<file path="src/rtl/matvec_pkg.sv">
// Shared types and sizes for the matrix-vector sequencing controller.
// Holds the FSM state encoding and the MAC tag carried down the pipeline.
package matvec_pkg;

    localparam int K_DEF     = 8;
    localparam int PIPE_DEF  = 2;
    localparam int OUT_W_DEF = 28;

    localparam int AW_M = $clog2(K_DEF * K_DEF);
    localparam int AW_X = $clog2(K_DEF);

    typedef enum logic [1:0] {
        IDLE,
        LOAD_M,
        LOAD_X,
        COMPUTE
    } state_t;

    typedef struct packed {
        logic first;
        logic last;
    } tag_t;

endpackage

</file>
<file path="src/rtl/matvec_outbuf.sv">
// Two-entry result FIFO in front of the output valid/ready port.
// Head is held steady until it is dequeued; push and pop may coincide.
module matvec_outbuf
    import matvec_pkg::*;
#(
    parameter int W = OUT_W_DEF
) (
    input  logic         clk,
    input  logic         reset,
    input  logic         push,
    input  logic [W-1:0] din,
    input  logic         pop,
    output logic         valid,
    output logic [W-1:0] dout,
    output logic [1:0]   count
);

    logic [W-1:0] mem [2];
    logic         wptr;
    logic         rptr;
    logic         pop_ok;

    assign valid  = (count != 2'd0);
    assign pop_ok = pop & valid;
    assign dout   = mem[rptr];

    // Ring storage with independent read and write pointers.
    always_ff @(posedge clk or negedge reset) begin
        if (!reset) begin
            mem[0] <= '0;
            mem[1] <= '0;
            wptr   <= 1'b0;
            rptr   <= 1'b0;
            count  <= 2'd0;
        end else begin
            if (push) begin
                mem[wptr] <= din;
                wptr      <= ~wptr;
            end
            if (pop_ok) begin
                rptr <= ~rptr;
            end
            count <= count + {1'b0, push} - {1'b0, pop_ok};
        end
    end

endmodule

</file>
<file path="src/rtl/matvec_seq_ctrl.sv">
// Sequencer for the K x K matrix-vector multiplier: load addressing,
// row-by-row MAC issue with a two-row credit limit, and result buffering.
module matvec_seq_ctrl
    import matvec_pkg::*;
#(
    parameter int K     = K_DEF,
    parameter int PIPE  = PIPE_DEF,
    parameter int OUT_W = OUT_W_DEF,
    localparam int AWM  = $clog2(K * K),
    localparam int AWX  = $clog2(K)
) (
    input  logic             clk,
    input  logic             reset,
    input  logic             input_valid,
    output logic             input_ready,
    input  logic             new_matrix,
    output logic             wr_en_m,
    output logic             wr_en_x,
    output logic [AWM-1:0]   wr_addr,
    output logic [AWM-1:0]   rd_addr_m,
    output logic [AWX-1:0]   rd_addr_x,
    output logic             mac_en,
    output logic             mac_clr,
    input  logic [OUT_W-1:0] acc_in,
    output logic             output_valid,
    input  logic             output_ready,
    output logic [OUT_W-1:0] output_data
);

    localparam logic [AWM-1:0] M_LAST  = AWM'(K * K - 1);
    localparam logic [AWM-1:0] XW_LAST = AWM'(K - 1);
    localparam logic [AWX-1:0] C_LAST  = AWX'(K - 1);

    state_t          state;
    logic [AWX-1:0]  r_cnt;
    logic [1:0]      outstanding;
    logic            in_hs;
    logic            issue;
    logic            row_start;
    logic            col_last;
    logic            row_last;
    logic            out_hs;
    logic [PIPE-1:0] pv;
    tag_t            pt [PIPE];
    logic            push_q;
    logic [1:0]      buf_cnt;

    assign input_ready = reset & (state != COMPUTE);
    assign in_hs       = input_valid & input_ready;

    assign wr_en_m = in_hs & ((state == LOAD_M) |
                              ((state == IDLE) & new_matrix));
    assign wr_en_x = in_hs & ((state == LOAD_X) |
                              ((state == IDLE) & ~new_matrix));

    assign col_last  = (rd_addr_x == C_LAST);
    assign row_last  = (r_cnt == C_LAST);
    assign issue     = (state == COMPUTE) &
                       ((rd_addr_x != '0) | (outstanding < 2'd2));
    assign row_start = issue & (rd_addr_x == '0);
    assign out_hs    = output_valid & output_ready;

    assign mac_en  = pv[PIPE-1];
    assign mac_clr = pv[PIPE-1] & pt[PIPE-1].first;

    // Main FSM: write addressing during loads, (r,c) issue during compute.
    always_ff @(posedge clk or negedge reset) begin
        if (!reset) begin
            state     <= IDLE;
            wr_addr   <= '0;
            rd_addr_m <= '0;
            rd_addr_x <= '0;
            r_cnt     <= '0;
        end else begin
            unique case (state)
                IDLE: begin
                    if (in_hs) begin
                        wr_addr <= AWM'(1);
                        state   <= new_matrix ? LOAD_M : LOAD_X;
                    end
                end
                LOAD_M: begin
                    if (in_hs) begin
                        if (wr_addr == M_LAST) begin
                            wr_addr <= '0;
                            state   <= LOAD_X;
                        end else begin
                            wr_addr <= wr_addr + 1'b1;
                        end
                    end
                end
                LOAD_X: begin
                    if (in_hs) begin
                        if (wr_addr == XW_LAST) begin
                            wr_addr <= '0;
                            state   <= COMPUTE;
                        end else begin
                            wr_addr <= wr_addr + 1'b1;
                        end
                    end
                end
                COMPUTE: begin
                    if (issue) begin
                        if (col_last) begin
                            rd_addr_x <= '0;
                            if (row_last) begin
                                r_cnt     <= '0;
                                rd_addr_m <= '0;
                                state     <= IDLE;
                            end else begin
                                r_cnt     <= r_cnt + 1'b1;
                                rd_addr_m <= rd_addr_m + 1'b1;
                            end
                        end else begin
                            rd_addr_x <= rd_addr_x + 1'b1;
                            rd_addr_m <= rd_addr_m + 1'b1;
                        end
                    end
                end
                default: state <= IDLE;
            endcase
        end
    end

    // Row credits: rows started but not yet taken from the output port.
    always_ff @(posedge clk or negedge reset) begin
        if (!reset) begin
            outstanding <= 2'd0;
        end else begin
            unique case ({row_start, out_hs})
                2'b10:   outstanding <= outstanding + 2'd1;
                2'b01:   outstanding <= outstanding - 2'd1;
                default: outstanding <= outstanding;
            endcase
        end
    end

    // Tag pipeline aligning first/last markers with the accumulator.
    always_ff @(posedge clk or negedge reset) begin
        if (!reset) begin
            pv     <= '0;
            push_q <= 1'b0;
            for (int i = 0; i < PIPE; i++) begin
                pt[i] <= '0;
            end
        end else begin
            pv[0]       <= issue;
            pt[0].first <= (rd_addr_x == '0);
            pt[0].last  <= col_last;
            for (int i = 1; i < PIPE; i++) begin
                pv[i] <= pv[i-1];
                pt[i] <= pt[i-1];
            end
            push_q <= pv[PIPE-1] & pt[PIPE-1].last;
        end
    end

    matvec_outbuf #(
        .W (OUT_W)
    ) u_outbuf (
        .clk   (clk),
        .reset (reset),
        .push  (push_q),
        .din   (acc_in),
        .pop   (output_ready),
        .valid (output_valid),
        .dout  (output_data),
        .count (buf_cnt)
    );

    a_buf_overflow: assert property (
        @(posedge clk) disable iff (!reset)
        !(push_q && (buf_cnt == 2'd2) && !out_hs)
    );

endmodule

</file>
<file path="config.mk">
export PLATFORM = sky130hd
export DESIGN_NAME = matvec_seq_ctrl
export DESIGN_NICKNAME = d
export VERILOG_FILES = /design/src/rtl/matvec_pkg.sv /design/src/rtl/matvec_outbuf.sv /design/src/rtl/matvec_seq_ctrl.sv
export SDC_FILE = /design/constraint.sdc
export NUM_CORES = 1
export LEC_CHECK = 0
export ABC_AREA = 1
export BUFFER_PORTS_ARGS = -buffer_cell sky130_fd_sc_hd__buf_2
export CAP_MARGIN = 20
export CORE_MARGIN = 3
export CORE_UTILIZATION = 55
export CTS_CLUSTER_SIZE = 10
export DETAILED_ROUTE_END_ITERATION = 7
export PLACE_DENSITY = 0.85
export SLEW_MARGIN = 10
export SYNTH_ARGS = -nofsm -noshare
export SYNTH_HDL_FRONTEND = slang
export SYNTH_SLANG_ARGS = --single-unit
</file>
<file path="constraint.sdc">
create_clock -name clk -period 2.4 [get_ports clk]
set_clock_uncertainty 0.05 [all_clocks]
set_input_delay 0.72 -clock clk [delete_from_list [all_inputs] [get_ports clk]]
set_output_delay 0.72 -clock clk [all_outputs]
set_load 0.1 [all_outputs]
</file>
==> impl_metrics.prom, run 1 <==
# TYPE chip_impl_metric gauge
chip_impl_info{name="tritoncts_clock_tree",value="built"} 1
chip_impl_metric{name="syn_nets",unit=""} 569
chip_impl_metric{name="clkTransAtPathRegs",unit="ns"} 0.09
chip_impl_metric{name="clock_path_buffers",unit=""} 2
chip_impl_info{name="worstHoldPathType",value="in2async"} 1
chip_impl_metric{name="initial_core_util",unit=""} 0.579
chip_impl_metric{name="timing.critical_path.arrival",unit="ns"} 1.56
chip_impl_metric{name="detailedRoute.firstIterationViolations",unit=""} 188
chip_impl_metric{name="total_half_perimeter_wirelength_after_legalization_and_detailed_placement",unit="um"} 6700
chip_impl_metric{name="place.detailed.instances",unit=""} 688
chip_impl_metric{name="place.gp.congestion",unit=""} 0.872
chip_impl_metric{name="post-route-period-util",unit=""} 0.970
chip_impl_metric{name="cp_data_required_time",unit="ns"} 1.63
chip_impl_info{name="critical_path.cell_chain",value="buf_4 > ha_2 > a21oi_2 > nor2_4 > buf_12"} 1
chip_impl_metric{name="synth_seq_area_share",unit=""} 0.519
chip_impl_metric{name="netlist_instances",unit=""} 521
chip_impl_metric{name="reg2reg_setup_slack",unit="ns"} 0.39
chip_impl_metric{name="routed_wl",unit="um"} 9500
chip_impl_metric{name="htree_num_levels",unit=""} 3
chip_impl_metric{name="io-pin-count",unit=""} 82
chip_impl_metric{name="utilization",unit=""} 0.741
chip_impl_metric{name="worstPathMaxFanout",unit=""} 5
chip_impl_metric{name="drt_drc_violations_left",unit=""} 0
chip_impl_info{name="synthFlopType",value="dfrtp_1"} 1
chip_impl_metric{name="die_y",unit="um"} 94.3
chip_impl_metric{name="layoutNonFillerInstCount",unit=""} 705
chip_impl_metric{name="synth_enable_flop_cells",unit=""} 0
chip_impl_metric{name="clock_insertion_delay_worst_skew",unit="ns"} 0.36
chip_impl_metric{name="largest_net_degree_at_the_start_of_global_routing",unit=""} 84
chip_impl_metric{name="final_period_minus_worst_setup_slack",unit="ns"} 2.33
chip_impl_metric{name="slew-limit-headroom",unit=""} 0.323
chip_impl_metric{name="drt_pre_antenna_iters",unit=""} 5
chip_impl_metric{name="nNetsFinal",unit=""} 649
chip_impl_info{name="yosys-top-cells-area",value="dfrtp_1 52%, nand2_1 17%, inv_1 5.5%"} 1
chip_impl_info{name="worst_setup_path_start_kind",value="flop"} 1
chip_impl_metric{name="ys_seq_elements",unit=""} 89
chip_impl_metric{name="synthDominantCellAreaShare",unit=""} 0.519
chip_impl_metric{name="grt_pass1_vias",unit=""} 3448
chip_impl_metric{name="proportion_of_layout_cells_with_a_drive_suffix_above_1",unit=""} 0.244
chip_impl_info{name="outcome",value="finished clean"} 1
chip_impl_metric{name="dieArea",unit="mm2"} 0.00889
chip_impl_metric{name="synth-async-reset-ratio",unit=""} 1.00
chip_impl_info{name="path_class",value="reg2out"} 1
chip_impl_metric{name="report.final.hold_viol_count",unit=""} 0
chip_impl_metric{name="max_slew.worst_pin.slew",unit="ns"} 1.02
chip_impl_metric{name="cts_inserted_buffers",unit=""} 9
chip_impl_metric{name="floorplan.die.width",unit="um"} 94.3
chip_impl_metric{name="synthesis.area_per_instance",unit="um2"} 8.23
chip_impl_metric{name="row_count",unit=""} 31
chip_impl_info{name="grt_setup_unrepaired",value="no"} 1
chip_impl_info{name="synth_most_common_cell",value="nand2_1"} 1
chip_impl_metric{name="postRouteAntennaNets",unit=""} 0
chip_impl_metric{name="cap_violations",unit=""} 0
chip_impl_info{name="synth_largest_area_cell",value="dfrtp_1"} 1
chip_impl_info{name="cpMaxStageDelayCell",value="dfrtp_1"} 1
chip_impl_metric{name="grt_first_pass_wirelength",unit="um"} 15700
chip_impl_info{name="synth_commonest_cells",value="199 x nand2_1, 89 x dfrtp_1, 63 x inv_1"} 1
chip_impl_metric{name="multi_input_area",unit="mm2"} 0.00175
chip_impl_info{name="worst_setup_path_end_kind",value="output port"} 1
chip_impl_metric{name="seqCellArea",unit="mm2"} 0.00223
chip_impl_metric{name="synth.cell_area",unit="mm2"} 0.00429
chip_impl_metric{name="globalRoute.totalOverflow",unit=""} 0
chip_impl_metric{name="maxSlewViolCount",unit=""} 0
chip_impl_metric{name="layout_overhead_on_the_synthesized_area",unit="%"} 28.1
chip_impl_metric{name="cts.sinks",unit=""} 89
chip_impl_metric{name="wl_per_cell",unit="um"} 13.5
chip_impl_metric{name="viasPerCell",unit=""} 5.12
chip_impl_metric{name="n_fill_cell",unit=""} 541
chip_impl_metric{name="post_synth_num_cell_types",unit=""} 29
chip_impl_metric{name="maximum_frequency_from_static_timing_analysis",unit="GHz"} 0.429
chip_impl_metric{name="setup_violations",unit=""} 0
chip_impl_info{name="root_buffer",value="clkbuf_8"} 1
chip_impl_metric{name="io_buffers",unit=""} 81
chip_impl_metric{name="crit_path_max_incr_delay",unit="ns"} 0.44
chip_impl_metric{name="initial_antenna_violation_count",unit=""} 0
chip_impl_metric{name="antenna_cells_inserted",unit=""} 0
chip_impl_metric{name="core_area",unit="mm2"} 0.00741
chip_impl_metric{name="yosys_warnings",unit=""} 0
chip_impl_metric{name="num_vias",unit=""} 3607
chip_impl_metric{name="grtUsageTotal",unit=""} 0.225
per-stage QoR:
step	setup TNS, ns	area (um2)	hold slack (ns)	setup slack, ns
3_3_place_gp	0	5220	0.283	0.219
5_1_grt	0	5490	0.291	0.0103
2_1_floorplan	-0.173	4300	0.281	-0.0865
3_5_place_dp	0	5220	0.289	0.211
6_report	0	5490	0.294	0.0714
4_1_cts	0	5440	0.259	0.00539
registers in the layout (all words and copies together), names as in the netlist:
signal / cells
u_outbuf.mem: 56
outstanding: 2
rd_addr_m: 6
push_q: 1
u_outbuf.wptr: 1
state: 2
pv: 2
pt: 4
u_outbuf.count: 2
rd_addr_x: 3
wr_addr: 6
u_outbuf.rptr: 1
r_cnt: 3
cell usage in the layout, fill, tap and decap left out, types with 10 or more instances in the layout:
cell      instances
nor2_1           10
nand3_1          17
ha_1             11
o21ai_2          10
nand2_1         198
buf_2            49
inv_1            60
dfrtp_1          86
o21ai_1          17
buf_12           31
o21ai_0          45
clkbuf_8         11
path summary, 6_finish.rpt:
check	startpoint	end	cells past startpoint
min in group clk	pv[0]$_DFF_PN0_	pv[1]$_DFF_PN0_	0
min	reset	rd_addr_m[2]$_DFFE_PN0P_	2
max in group asynchronous	reset	rd_addr_x[0]$_DFFE_PN0P_	2
min reg2reg	pv[0]$_DFF_PN0_	pv[1]$_DFF_PN0_	0
max	state[0]$_DFFE_PN0P_	wr_en_m	5
max reg2reg	rd_addr_x[0]$_DFFE_PN0P_	outstanding[1]$_DFFE_PN0P_	10
critical path, delay by kind of cell (launching register included):
family | cells | cell delay [ns]
buffers and inverters | 2 | 0.31
and+or+nand+nor | 1 | 0.06
DFF | 1 | 0.44
adders and majority gates | 1 | 0.21
AOI/OAI and AO/OA | 1 | 0.17
what timing repair did:
item,4_1_cts,5_1_grt
gates resized for setup,3,13
hold buffers,0,0
pin swaps,2,3
endpoints found under the setup margin,2,2
buffers inserted,1,0
cells by family after synthesis:
group / share of synthesized area
buffers and inverters: 0.0869
xor gates and xnor gates: 0.0143
AOI/OAI and AO/OA: 0.106
and+or+nand+nor: 0.230
DFF: 0.519
adders and majority gates: 0.0438
per-layer routing:
metal | track usage | vias to the layer above | part of all wire
li1 | - | 1762 | -
met1 | 0.295 | 1697 | 0.42
met2 | 0.375 | 129 | 0.50
met3 | 0.0393 | 19 | 0.058
met4 | 0.0830 | 0 | 0.015
met5 | 0 | - | 0
area by class of cell:
class                      count  area share
clock buffer                  12      0.0282
clock inverter                 4     0.00957
inverter                      67      0.0458
multi-input combinational    346       0.319
sequential                    89       0.406
tap                           99      0.0226
timing repair buffer          88       0.169
Power of run 1 is left out: the tool's default activity adds up to more than one toggle a clock period on the data nets, which glitch-free logic cannot reach.
==> inputs of run 2 (changes only) <==
Settings changed: ABC_AREA 1 to not set, PLACE_DENSITY 0.85 to 0.86.
==> run 2 against run 1 <==
The run now ends with setup timing left. Clock-buffer cell count shrank 2. Worst hold slack lost 0.18 ns. Die area down 4.4%. Via count fell by 23%. Setup slack lost 0.091 ns. Synthesized cell count is 41% lower. Global-route usage down 0.99 points. Maximum frequency decreased by 3.8%. Flip-flop and latch count unchanged. Largest cell class unchanged.
==> impl_metrics.prom, run 2 <==
# TYPE chip_impl_metric gauge
chip_impl_metric{name="synthDominantCellAreaShare",unit=""} 0.545
chip_impl_metric{name="io-pin-count",unit=""} 82
chip_impl_metric{name="initial_antenna_violation_count",unit=""} 0
chip_impl_metric{name="clock_insertion_delay_worst_skew",unit="ns"} 0.35
chip_impl_metric{name="routed_wl",unit="um"} 8690
chip_impl_info{name="violations",value="setup timing"} 1
chip_impl_info{name="worst_setup_path_end_kind",value="output port"} 1
chip_impl_metric{name="setup_violations",unit=""} 1
chip_impl_info{name="reg_top3",value="u_outbuf.mem x56, rd_addr_m x6, wr_addr x6"} 1
chip_impl_metric{name="total_half_perimeter_wirelength_after_legalization_and_detailed_placement",unit="um"} 6120
chip_impl_metric{name="wl_per_cell",unit="um"} 17.3
chip_impl_info{name="synthFlopType",value="dfrtp_1"} 1
chip_impl_metric{name="num_vias",unit=""} 2783
chip_impl_metric{name="initial_core_util",unit=""} 0.585
chip_impl_info{name="path_class",value="reg2out"} 1
chip_impl_metric{name="proportion_of_layout_cells_with_a_drive_suffix_above_1",unit=""} 0.528
chip_impl_metric{name="io_buffers",unit=""} 81
chip_impl_metric{name="viasPerCell",unit=""} 5.55
chip_impl_metric{name="holdWs",unit="ns"} 0.118
chip_impl_metric{name="place.detailed.instances",unit=""} 481
chip_impl_metric{name="post_synth_num_cell_types",unit=""} 42
chip_impl_info{name="largest-register",value="u_outbuf.mem"} 1
chip_impl_metric{name="postLayoutSetupSlackWorst",unit="ns"} -0.0199
chip_impl_metric{name="dieArea",unit="mm2"} 0.00850
chip_impl_metric{name="final_cell_area",unit="mm2"} 0.00533
chip_impl_metric{name="place.gp.congestion",unit=""} 0.879
chip_impl_metric{name="clkTransAtPathRegs",unit="ns"} 0.08
chip_impl_metric{name="globalRoute.totalOverflow",unit=""} 0
chip_impl_metric{name="largest_register_ff_count",unit=""} 56
chip_impl_info{name="grt_setup_unrepaired",value="yes"} 1
chip_impl_info{name="yosys-top-cells-area",value="dfrtp_1 55%, mux2_2 24%, ha_1 4.6%"} 1
chip_impl_metric{name="nNetsFinal",unit=""} 448
chip_impl_metric{name="cts_inserted_buffers",unit=""} 9
chip_impl_metric{name="synth_seq_area_share",unit=""} 0.545
chip_impl_metric{name="clock_path_buffers",unit=""} 2
chip_impl_metric{name="max_slew.worst_pin.slew",unit="ns"} 0.574
chip_impl_metric{name="syn_nets",unit=""} 355
chip_impl_metric{name="cap_violations",unit=""} 0
chip_impl_metric{name="area_after_dpl",unit="mm2"} 0.00511
chip_impl_info{name="synth_largest_area_cell",value="dfrtp_1"} 1
chip_impl_metric{name="postRouteAntennaNets",unit=""} 0
chip_impl_metric{name="synthesis.area_per_instance",unit="um2"} 13.3
chip_impl_info{name="final_cell_mix",value="88 x mux2_2, 87 x dfrtp_1, 49 x buf_2"} 1
chip_impl_metric{name="grt_pass1_vias",unit=""} 2943
chip_impl_metric{name="drt_pre_antenna_iters",unit=""} 4
chip_impl_metric{name="cts.sinks",unit=""} 89
chip_impl_metric{name="netlist_instances",unit=""} 307
chip_impl_metric{name="multi_input_area",unit="mm2"} 0.00181
chip_impl_metric{name="synth_enable_flop_cells",unit=""} 0
chip_impl_metric{name="floorplan.die.width",unit="um"} 92.2
chip_impl_metric{name="worstPathMaxFanout",unit=""} 4
chip_impl_info{name="tritoncts_clock_tree",value="built"} 1
chip_impl_metric{name="final_period_minus_worst_setup_slack",unit="ns"} 2.42
chip_impl_metric{name="n_fill_cell",unit=""} 435
chip_impl_metric{name="htree_num_levels",unit=""} 3
chip_impl_metric{name="timing.critical_path.arrival",unit="ns"} 1.65
chip_impl_info{name="synth_commonest_cells",value="89 x dfrtp_1, 88 x mux2_2, 17 x nand2_1"} 1
chip_impl_metric{name="row_count",unit=""} 30
chip_impl_metric{name="maxSlewViolCount",unit=""} 0
chip_impl_metric{name="antenna_cells_inserted",unit=""} 0
chip_impl_info{name="outcome",value="complete, but fails checks"} 1
chip_impl_metric{name="grtUsageTotal",unit=""} 0.215
chip_impl_metric{name="core_area",unit="mm2"} 0.00698
chip_impl_metric{name="maximum_frequency_from_static_timing_analysis",unit="GHz"} 0.413
chip_impl_metric{name="seqCellArea",unit="mm2"} 0.00223
chip_impl_metric{name="detailedRoute.firstIterationViolations",unit=""} 94
chip_impl_metric{name="slew-limit-headroom",unit=""} 0.617
chip_impl_metric{name="layout_overhead_on_the_synthesized_area",unit="%"} 30.5
chip_impl_info{name="synth_most_common_cell",value="dfrtp_1"} 1
chip_impl_metric{name="drt_drc_violations_left",unit=""} 0
chip_impl_metric{name="grt_first_pass_wirelength",unit="um"} 14500
chip_impl_metric{name="synth-async-reset-ratio",unit=""} 1.00
chip_impl_info{name="worstHoldPathType",value="in2async"} 1
chip_impl_metric{name="layoutNonFillerInstCount",unit=""} 501
chip_impl_metric{name="synth.cell_area",unit="mm2"} 0.00409
chip_impl_info{name="root_buffer",value="clkbuf_8"} 1
chip_impl_metric{name="report.final.hold_viol_count",unit=""} 0
chip_impl_info{name="layout_commonest_cell",value="mux2_2"} 1
chip_impl_metric{name="post-route-period-util",unit=""} 1.01
chip_impl_info{name="worst_setup_path_start_kind",value="flop"} 1
chip_impl_metric{name="yosys_warnings",unit=""} 0
chip_impl_metric{name="cp_data_required_time",unit="ns"} 1.63
chip_impl_metric{name="ys_seq_elements",unit=""} 89
chip_impl_metric{name="die_y",unit="um"} 92.2
chip_impl_metric{name="largest_net_degree_at_the_start_of_global_routing",unit=""} 48
run 2: what timing repair did:
item	in CTS	in global routing
setup endpoints to repair	2	2
gates resized for setup	3	3
hold buffers	0	0
setup buffers	1	3
pin swaps	1	2
cloned	0	0
run 2: worst max-delay path, stage by stage (launching register included):
cell and delay (ns):
dfrtp_1 0.45, ha_4 0.20, nand3b_1 0.26, nor2_2 0.21, buf_12 0.19
run 2: final timing paths:
kind	start	end	slack [ns]	cells after the start
min in group clk	pt[3]$_DFF_PN0_	pt[1]$_DFF_PN0_	0.30	0
max in group asynchronous	reset	rd_addr_x[1]$_DFFE_PN0P_	0.86	3
max reg2reg	rd_addr_x[0]$_DFFE_PN0P_	outstanding[1]$_DFFE_PN0P_	0.29	9
min reg2reg	pt[3]$_DFF_PN0_	pt[1]$_DFF_PN0_	0.30	0
max	state[1]$_DFFE_PN0P_	wr_en_m	-0.02	4
min	reset	state[1]$_DFFE_PN0P_	0.12	1
run 2: kinds of logic (layout without fill, tap and decap cells):
| logic type | count (synthesis) | in the layout | share of synthesized area |
|---|---|---|---|
| compound gates | 33 | 33 | 0.0563 |
| xor+xnor | 7 | 7 | 0.0150 |
| fa+ha+maj | 15 | 15 | 0.0459 |
| buf+inv | 21 | 119 | 0.0223 |
| flops | 89 | 89 | 0.545 |
| mux | 91 | 91 | 0.250 |
| simple gates | 51 | 51 | 0.0655 |
run 2: area by class of cell:
cell class / instances / share of cell area
Clock inverter: 6 / 0.00844
Multi-Input combinational cell: 197 / 0.338
Clock buffer: 10 / 0.0239
Sequential cell: 89 / 0.418
Tap cell: 96 / 0.0225
Inverter: 12 / 0.00844
Timing Repair Buffer: 91 / 0.180
run 2: metrics by stage:
step	setup WS (ns)	util	setup TNS, ns
2_1_floorplan	-0.103	-	-0.103
3_3_place_gp	0.190	0.732	0
3_5_place_dp	0.176	0.732	0
4_1_cts	-0.0111	0.760	-0.0111
5_1_grt	-0.0778	0.764	-0.124
6_report	-0.0199	0.764	-0.0199
run 2: metal layers:
layer,GRT usage,share of wire,wire [um]
met5,0,0,0
met4,0.0656,0.0089,77
met3,0.0402,0.044,378
met2,0.378,0.53,4570
met1,0.269,0.42,3660
Power of run 2 is left out for the same reason.
==> inputs of run 3 (changes only) <==
Settings changed: RECOVER_POWER set to 50.
==> run 3 against run 2 <==
The flow still finishes with violations (setup timing). Maximum frequency shrank 0.25%. Non-clock buffer count is the same. Global-route usage did not move. Sequential share of layout area up 0.089 points. Die area did not move. Core utilization decreased by 0.16 points. Critical path depth did not move. Cell area down 0.21%. Flip-flop and latch count is the same. Critical endpoint unchanged.
==> impl_metrics.prom, run 3 (synthesized netlist as in run 2, its figures left out) <==
# TYPE chip_impl_metric gauge
chip_impl_metric{name="cts_inserted_buffers",unit=""} 9
chip_impl_metric{name="cap_violations",unit=""} 0
chip_impl_info{name="critical_path.cell_chain",value="ha_4 > nand3b_1 > nor2_2 > buf_12"} 1
chip_impl_metric{name="drt_pre_antenna_iters",unit=""} 4
chip_impl_metric{name="drt-met1-wl",unit="um"} 3690
chip_impl_metric{name="final_period_minus_worst_setup_slack",unit="ns"} 2.43
chip_impl_info{name="layout_commonest_cell",value="mux2_2"} 1
chip_impl_metric{name="io-pin-count",unit=""} 82
chip_impl_metric{name="clock_path_buffers",unit=""} 2
chip_impl_metric{name="total_half_perimeter_wirelength_after_legalization_and_detailed_placement",unit="um"} 6120
chip_impl_info{name="worstHoldPathType",value="in2async"} 1
chip_impl_metric{name="slew-limit-headroom",unit=""} 0.244
chip_impl_metric{name="postLayoutSetupSlackWorst",unit="ns"} -0.0260
chip_impl_info{name="final_cell_mix",value="88 x mux2_2, 87 x dfrtp_1, 49 x buf_2"} 1
chip_impl_metric{name="core_area",unit="mm2"} 0.00698
chip_impl_metric{name="num_vias",unit=""} 2785
chip_impl_metric{name="reg2reg_setup_slack",unit="ns"} 0.23
chip_impl_metric{name="layout_overhead_on_the_synthesized_area",unit="%"} 30.3
chip_impl_info{name="worst_setup_path_start_kind",value="flop"} 1
chip_impl_info{name="reg2reg_from",value="rd_addr_x[0]$_DFFE_PN0P_"} 1
chip_impl_metric{name="place.detailed.instances",unit=""} 481
chip_impl_info{name="outcome",value="complete, but fails checks"} 1
chip_impl_metric{name="cts.sinks",unit=""} 89
chip_impl_metric{name="post-route-period-util",unit=""} 1.01
chip_impl_metric{name="rr_worst_depth",unit=""} 9
chip_impl_metric{name="grt_first_pass_wirelength",unit="um"} 14500
chip_impl_metric{name="htree_num_levels",unit=""} 3
chip_impl_info{name="root_buffer",value="clkbuf_8"} 1
chip_impl_metric{name="routed_wl",unit="um"} 8710
chip_impl_metric{name="drt_drc_violations_left",unit=""} 0
chip_impl_metric{name="detailedRoute.firstIterationViolations",unit=""} 87
chip_impl_metric{name="cp_data_required_time",unit="ns"} 1.63
chip_impl_metric{name="met3RoutedLength",unit="um"} 375
chip_impl_metric{name="max_slew.worst_pin.slew",unit="ns"} 1.13
chip_impl_metric{name="met2_wirelength",unit="um"} 4570
chip_impl_metric{name="antenna_cells_inserted",unit=""} 0
chip_impl_info{name="largest-register",value="u_outbuf.mem"} 1
chip_impl_info{name="cpMaxStageDelayCell",value="dfrtp_1"} 1
chip_impl_metric{name="worstPathMaxFanout",unit=""} 4
chip_impl_metric{name="dieArea",unit="mm2"} 0.00850
chip_impl_metric{name="row_count",unit=""} 30
chip_impl_metric{name="postRouteAntennaNets",unit=""} 0
chip_impl_info{name="crit-reg2reg-capture",value="outstanding[1]$_DFFE_PN0P_"} 1
chip_impl_metric{name="clock_insertion_delay_worst_skew",unit="ns"} 0.35
chip_impl_metric{name="crit_path_max_incr_delay",unit="ns"} 0.45
chip_impl_metric{name="io_buffers",unit=""} 81
chip_impl_info{name="top_signal_layer_used",value="met4"} 1
chip_impl_info{name="violations",value="setup timing"} 1
chip_impl_metric{name="globalRoute.totalOverflow",unit=""} 0
chip_impl_metric{name="maxSlewViolCount",unit=""} 0
chip_impl_metric{name="floorplan.die.width",unit="um"} 92.2
chip_impl_metric{name="proportion_of_layout_cells_with_a_drive_suffix_above_1",unit=""} 0.523
chip_impl_metric{name="nNetsFinal",unit=""} 448
chip_impl_info{name="tritoncts_clock_tree",value="built"} 1
chip_impl_info{name="worst_setup_path_end_kind",value="output port"} 1
chip_impl_metric{name="grt_pass1_vias",unit=""} 2943
chip_impl_metric{name="timing.critical_path.arrival",unit="ns"} 1.66
chip_impl_metric{name="die_y",unit="um"} 92.2
chip_impl_metric{name="place.gp.congestion",unit=""} 0.879
chip_impl_metric{name="viasPerCell",unit=""} 5.56
chip_impl_metric{name="largest_net_degree_at_the_start_of_global_routing",unit=""} 48
chip_impl_metric{name="holdWs",unit="ns"} 0.119
chip_impl_metric{name="setup_violations",unit=""} 1
chip_impl_metric{name="report.final.hold_viol_count",unit=""} 0
chip_impl_metric{name="maximum_frequency_from_static_timing_analysis",unit="GHz"} 0.412
chip_impl_metric{name="clkTransAtPathRegs",unit="ns"} 0.08
chip_impl_info{name="grt_setup_unrepaired",value="yes"} 1
chip_impl_metric{name="grtUsageTotal",unit=""} 0.215
chip_impl_info{name="reg_top3",value="u_outbuf.mem x56, rd_addr_m x6, wr_addr x6"} 1
chip_impl_metric{name="initial_core_util",unit=""} 0.585
chip_impl_metric{name="initial_antenna_violation_count",unit=""} 0
chip_impl_metric{name="wl_per_cell",unit="um"} 17.4
chip_impl_metric{name="layoutNonFillerInstCount",unit=""} 501
chip_impl_info{name="path_class",value="reg2out"} 1
chip_impl_metric{name="largest_register_ff_count",unit=""} 56
==> run 3: metal layers <==
layer,track usage,vias up
met5,0,-
met4,0.0656,0
met3,0.0402,7
met2,0.378,85
met1,0.269,1426
li1,-,1267
==> run 3: through the flow <==
stage	cell area [um2]	worst slack, ns	TNS [ns]	utilization
6_report	5320	-0.0260	-0.0260	0.762
5_1_grt	5320	-0.0778	-0.124	0.762
4_1_cts	5310	-0.0111	-0.0111	0.760
3_5_place_dp	5110	0.176	0	0.732
3_3_place_gp	5110	0.190	0	0.732
2_1_floorplan	4100	-0.103	-0.103	-
==> run 3: worst max-delay path: cells and delay by family (launching register included) <==
| family | cells | cell delay [ns] |
|---|---|---|
| adder cells (fa/ha/maj) | 1 | 0.20 |
| buffers and inverters | 1 | 0.19 |
| AND/OR/NAND/NOR | 2 | 0.48 |
| flip-flops | 1 | 0.45 |
==> run 3: worst max-delay path by stage <==
| stage | start | end | slack, ns | depth (start not counted) |
|---|---|---|---|---|
| after floorplan | input_valid | wr_en_m | -0.10 | 2 |
| after global placement | reset | wr_en_m | 0.19 | 4 |
| after detailed placement | reset | wr_en_m | 0.18 | 4 |
| after CTS | state[1]$_DFFE_PN0P_ | wr_en_m | -0.01 | 4 |
| after global routing | state[1]$_DFFE_PN0P_ | wr_en_m | -0.08 | 4 |
| final | state[1]$_DFFE_PN0P_ | wr_en_m | -0.03 | 4 |
==> run 3: layout make-up <==
type	instances	area (um2)
Tap cell	96	120
Multi-Input combinational cell	197	1800
Timing Repair Buffer	91	953
Sequential cell	89	2230
Clock buffer	10	128
Fill cell	437	1660
Clock inverter	6	45.0
Inverter	12	45.0
==> run 3: timing repair <==
item,in CTS,in global routing
buffers inserted,1,3
resized for setup,3,3
hold buffers,0,0
pin swaps,1,2
endpoints found under the setup margin,2,2
endpoints found under the hold margin,0,0
Power of run 3 is left out for the same reason.
